### src/rtl/ticked_reg.sv
// ticked_reg: WIDTH-bit register with hold / parallel load / shift left /
// shift right modes. Updates commit only on a prescaled tick generated from
// clk by an internal counter, so no derived clock is ever created.
//
// Ports
//   clk      system clock, everything on posedge
//   reset    synchronous active-high reset (cnt, q, updated)
//   restart  synchronous prescaler clear; q is left alone
//   en       update enable, looked at only on tick cycles
//   mode     00 hold, 01 load d, 10 shift left, 11 shift right
//   d        parallel load data
//   ser_in   serial bit entering at q[0] (shift left) or q[WIDTH-1] (shift right)
//   tick     high on the cycle where the prescaler sits at DIV-1 (combinational)
//   q        register value
//   updated  one-cycle pulse, aligned with q, after any load/shift
module ticked_reg #(
    parameter int unsigned       WIDTH     = 8,
    parameter int unsigned       DIV       = 4,
    parameter logic [WIDTH-1:0]  RESET_VAL = '0
) (
    input  logic             clk,
    input  logic             reset,
    input  logic             restart,
    input  logic             en,
    input  logic [1:0]       mode,
    input  logic [WIDTH-1:0] d,
    input  logic             ser_in,
    output logic             tick,
    output logic [WIDTH-1:0] q,
    output logic             updated
);

    localparam int unsigned    CNT_W   = (DIV > 1) ? $clog2(DIV) : 1;
    localparam logic [CNT_W-1:0] CNT_MAX = CNT_W'(DIV - 1);

    localparam logic [1:0] MODE_HOLD = 2'b00;
    localparam logic [1:0] MODE_LOAD = 2'b01;
    localparam logic [1:0] MODE_SHL  = 2'b10;
    localparam logic [1:0] MODE_SHR  = 2'b11;

    logic [CNT_W-1:0] cnt;
    logic             at_max;
    logic [WIDTH-1:0] q_next;
    logic             updated_next;

    assign at_max = (cnt == CNT_MAX);

    // Tick is suppressed while reset is held so nothing commits during reset.
    assign tick = at_max && !reset;

    // Prescaler: 0..DIV-1 then wrap; with DIV=1 it never leaves 0.
    always_ff @(posedge clk) begin
        if (reset || restart) begin
            cnt <= '0;
        end else if (at_max) begin
            cnt <= '0;
        end else begin
            cnt <= cnt + CNT_W'(1);
        end
    end

    // Next register value; restart on a tick cycle drops the update.
    always_comb begin
        q_next       = q;
        updated_next = 1'b0;
        if (tick && en && !restart) begin
            case (mode)
                MODE_HOLD: begin
                    q_next       = q;
                    updated_next = 1'b0;
                end
                MODE_LOAD: begin
                    q_next       = d;
                    updated_next = 1'b1;
                end
                MODE_SHL: begin
                    q_next       = {q[WIDTH-2:0], ser_in};
                    updated_next = 1'b1;
                end
                MODE_SHR: begin
                    q_next       = {ser_in, q[WIDTH-1:1]};
                    updated_next = 1'b1;
                end
                default: begin
                    q_next       = q;
                    updated_next = 1'b0;
                end
            endcase
        end
    end

    // Register and update flag commit together.
    always_ff @(posedge clk) begin
        if (reset) begin
            q       <= RESET_VAL;
            updated <= 1'b0;
        end else begin
            q       <= q_next;
            updated <= updated_next;
        end
    end

endmodule

### config.mk
export PLATFORM = sky130hd
export DESIGN_NAME = ticked_reg
export DESIGN_NICKNAME = d
export VERILOG_FILES = /design/src/rtl/ticked_reg.sv
export SDC_FILE = /design/constraint.sdc
export NUM_CORES = 1
export LEC_CHECK = 0
export BUFFER_PORTS_ARGS = -buffer_cell sky130_fd_sc_hd__buf_2
export CAP_MARGIN = 20
export CORE_AREA = 2 2 39 41
export DETAILED_ROUTE_END_ITERATION = 8
export DIE_AREA = 0 0 41 43
export GPL_TIMING_DRIVEN = 0
export PLACE_DENSITY = 0.72
export SETUP_SLACK_MARGIN = 0.05
export SLEW_MARGIN = 10
export SYNTH_ARGS = -nofsm -noshare
export SYNTH_HDL_FRONTEND = slang
export SYNTH_SLANG_ARGS = --single-unit
export TNS_END_PERCENT = 5
### constraint.sdc
create_clock -name clk -period 1.7 [get_ports clk]
set_input_delay 0.34 -clock clk [delete_from_list [all_inputs] [get_ports clk]]
set_output_delay 0.34 -clock clk [all_outputs]
set_load 0.05 [all_outputs]
[After elaboration in Yosys (flattened, before gate mapping)]
Index checks and enable logic that the tools add are counted.
Storage, ports and cells
  bits in registers: 11
  bits in latches: 0
  memory bits (writable): 0
  bits in read-only memories: 0
  word-level logic and storage cells: 23
  memories kept: 0
Cells by class
  add/subtract/negate cells: 1
  multipliers: 0
  div/mod/pow operators: 0
  order comparisons: 0
  equal/unequal tests: 4
  shifts and indexed selects: 0
  multiplexer cells: 2
  bitwise gates (word level): 2
  reductions and logical operators: 11
Operators with widths (count)
  $pmux 8 s3: 1
  $eq 2x2->1 const B: 3
  $reduce_or 2->1: 2
  $logic_and 1x1->1: 3
  $reduce_or 3->1: 1
  $add 2x1->2 const B: 1
  $eq 2x1->1 const B: 1
  $logic_not 1->1: 2
  $logic_not 2->1: 1
  $not 1->1: 2
  $pmux 1 s2: 1
  $reduce_and 2->1: 1
  $logic_or 1x1->1: 1

[Logic depth before layout (Yosys ltp)]
  depth after elaboration: 6
  gate-level depth with buffers: 5
  depth with buffers taken out: 4

[Least setup slack after synthesis]
OpenSTA, ideal clock, no wires.
  path type: reg2out
  from: register cnt[0]
  to: output port tick
  data arrival time: 1.290 ns
  data required time: 1.360 ns
  slack: 0.070 ns
  cell stages (with the launch flop): 3
  path buffers: 0
  cell sequence: dfxtp_1 -> ha_1 -> nor2b_1
On the way
  word-level cells in the longest chain between the ends: 2
RTL lines
  start: declaration: RTL line 41  | logic [CNT_W-1:0] cnt;
  start signal: assignment: RTL line 58  | cnt <= cnt + CNT_W'(1);
  $eq 2x2->1: RTL line 46  | assign at_max = (cnt == CNT_MAX);
  $logic_and 1x1->1: RTL line 49  | assign tick = at_max && !reset;
  end: declaration: RTL line 28  | output logic tick,
Every way passes these cells.

[Worst setup path after layout]
Ends and elaborated chain as after synthesis.

==> impl_metrics.toml <==
[layout]
multiInputGateArea_um2 = 304
area_growth_pct = 29.1
nNetsFinal = 97
final_area_um2 = 717
antenna_cells = 0
drive_gt1_share_pct = 38.8
ff_latch_area_um2 = 220
num-fill-cells = 148

[critical_path]
reg2reg_depth = 5
critPathKind = "register to output port"
critPathArrivalTime_ns = 1.18
cp-end-kind = "output port"
startpoint = "cnt[0]$_SDFF_PP0_"
crit_fanout = 4
worst_path_max_delay_cell = "dfxtp_1"
cp-endpoint = "tick"
critPathRequiredTime_ns = 1.36
ff2ff_setup_slack_ns = 0.36
worst-path-buf-inv = 1
cpPeakStageDelay_ns = 0.34
crit_family = "flip-flops"
path_cells = "ha_2, nor2b_1, buf_4"
cp.depth = 3
r2r-start = "cnt[0]$_SDFF_PP0_"
startpoint_type = "register"
regToRegEndpoint = "q[5]$_SDFFE_PP0P_"

[global_route]
grt_antenna_before_repair = 0
track_usage_pct = 14.9
grt_max_degree = 11
grt_pass1_wl_mm = 1.74
gr-total-overflow = 0
grt_pass1_vias = 372

[yosys]
synth-seq-area-share_pct = 39.6
ys_types = 15
netlist_instances = 54
synth_fp_nets = 70
avgSynthCellArea_um2 = 10.3
synthDominantCellAreaShare_pct = 39.6
yosysTopAreaCell = "dfxtp_1"
netlist_area_um2 = 556
synth_area_leaders = "dfxtp_1, mux2i_1, a22o_1"
synth-seq-cells = 11
yosys_warnings = 0

[drt]
vias_per_cell = 5.11
vias = 491
dr.pass1.iters = 4
drt-total-wl_mm = 1.15
routedWlPerCell_um = 12.0
drt_iter0_drc = 6
detail-route-antenna-nets = 0
drcViolationCount = 0

[clock_network]
clkSlewWorstSetupHoldPaths_ns = 0.07
cts_root_buf = "clkbuf_4"
clk_path_buf_depth = 2
clk_latency_ns = 0.26
cts_tree = "built"
htreeDepth = 1
cts.sinks = 11
holdBufCountCts = 0
cts-buffers-inserted = 3

[floorplanning]
pin_count = 25
die_w_um = 41
initial_core_util_pct = 40.1
core_area_um2 = 1380
die_y_um = 43
die_area_um2 = 1760
num_rows = 14

[timing]
max_freq_ghz = 0.657
hold_viol = 0
clock_skew_ns = 0.00143
max-slew-margin-rel_pct = 74.1
maxSlewViolCount = 0
fin_crit_ns = 1.52
tightestPinTransition_ns = 0.389
setup_viol = 0
fin_crit_sh_pct = 89.5
fin_setup_tns_ns = 0
rsz0062_at_grt = "no"

[placed_design]
gp_congestion = 0.700
placed_area_um2 = 686
port_buffers = 22

[power_and_ir_drop]
irDropWorstVdd_v = 0.000259
p_leak_uw = 0.000347
p_per_area_nw_per_um2 = 700

[status]
status = "completed"

[run]
drv_cap = 0

[worst_hold_path]
min-delay-path-class = "input pin to register"
[where the power goes]
group	internal [uW]	total, uW	switching (uW)
sequential	260	261	1.36
clock	90.6	176	85.4
combinational	30.8	64.3	33.4
total	381	502	120
[flip-flops by register name, indices dropped and copies added, names as in the netlist]
| name | flops |
|---|---|
| cnt | 2 |
| q | 8 |
| updated | 1 |
[layer usage]
layer / global-route usage (%) / up-vias / share of wire, %
li1: - / 255 / -
met1: 22.9 / 213 / 48
met2: 17.5 / 21 / 43
met3: 4.71 / 2 / 7.5
met4: 8.00 / 0 / 0.87
met5: 0 / - / 0
[cells in the final DEF (no fill, tap or decap)]
| cell | Yosys | layout |
|---|---|---|
| clkbuf_1 | 1 | 2 |
| clkbuf_4 | 0 | 3 |
| nor4_1 | 1 | 1 |
| o211ai_4 | 1 | 1 |
| ha_2 | 0 | 1 |
| nor2_1 | 8 | 8 |
| buf_2 | 0 | 21 |
| nor3_4 | 1 | 1 |
| nor4b_1 | 1 | 1 |
| buf_4 | 1 | 2 |
| nor2b_1 | 1 | 1 |
| o21ba_1 | 1 | 1 |
| buf_6 | 2 | 2 |
| mux2i_1 | 8 | 8 |
| dfxtp_1 | 11 | 11 |
| a21oi_1 | 8 | 8 |
| a22o_1 | 8 | 8 |
[cells in the mapped netlist, drive strengths merged]
cell    count
a21oi       8
a22o        8
buf         3
clkbuf      1
dfxtp      11
ha          1
mux2i       8
nor2        8
nor2b       1
nor3        1
nor4        1
nor4b       1
o211ai      1
o21ba       1
[logic make-up after synthesis]
group,after synthesis,synth area share (%)
adders and majority gates,1,2.25
buffers and inverters,4,6.08
DFF,11,39.6
muxes,8,14.4
AOI/OAI and AO/OA,18,25.5
and+or+nand+nor,12,12.2
[worst register-to-register path, stage by stage, from the launching register on]
cell and delay (ns):
dfxtp_1 0.34, ha_2 0.24, o211ai_4 0.10, o21ba_1 0.18
buf_6 0.13, a22o_1 0.23
[layout make-up]
type | instances | area share (%)
Clock buffer | 4 | 3.66
Multi-Input combinational cell | 39 | 42.4
Sequential cell | 11 | 30.7
Tap cell | 16 | 2.79
Buffer | 4 | 4.71
Timing Repair Buffer | 22 | 15.7
[how the worst min path moves through the flow]
stage	start	end	slack, ns	cells after the start
after global routing	restart	cnt[0]$_SDFF_PP0_	0.30	2
after CTS	restart	cnt[0]$_SDFF_PP0_	0.30	2
after detailed placement	cnt[0]$_SDFF_PP0_	cnt[0]$_SDFF_PP0_	0.42	1
after global placement	cnt[0]$_SDFF_PP0_	cnt[0]$_SDFF_PP0_	0.42	1
final	restart	cnt[0]$_SDFF_PP0_	0.31	2
after floorplan	cnt[0]$_SDFF_PP0_	cnt[0]$_SDFF_PP0_	0.40	1
[repair_timing]
item	in CTS	in global routing
setup buffers	0	0
setup endpoints to repair	0	1
resized for setup	0	3
[metrics by stage]
step / util [%] / total power, uW / hold slack (ns) / cells / setup slack [ns]
2_1_floorplan: - / 307 / 0.398 / 54 / 0.0699
3_3_place_gp: 49.5 / 330 / 0.422 / 92 / 0.363
3_5_place_dp: 49.5 / 331 / 0.420 / 92 / 0.350
4_1_cts: 51.4 / 511 / 0.300 / 96 / 0.0702
5_1_grt: 51.8 / 533 / 0.302 / 96 / 0.0792
6_report: 51.8 / 502 / 0.311 / 96 / 0.178
(Power assumes the default switching activity.)
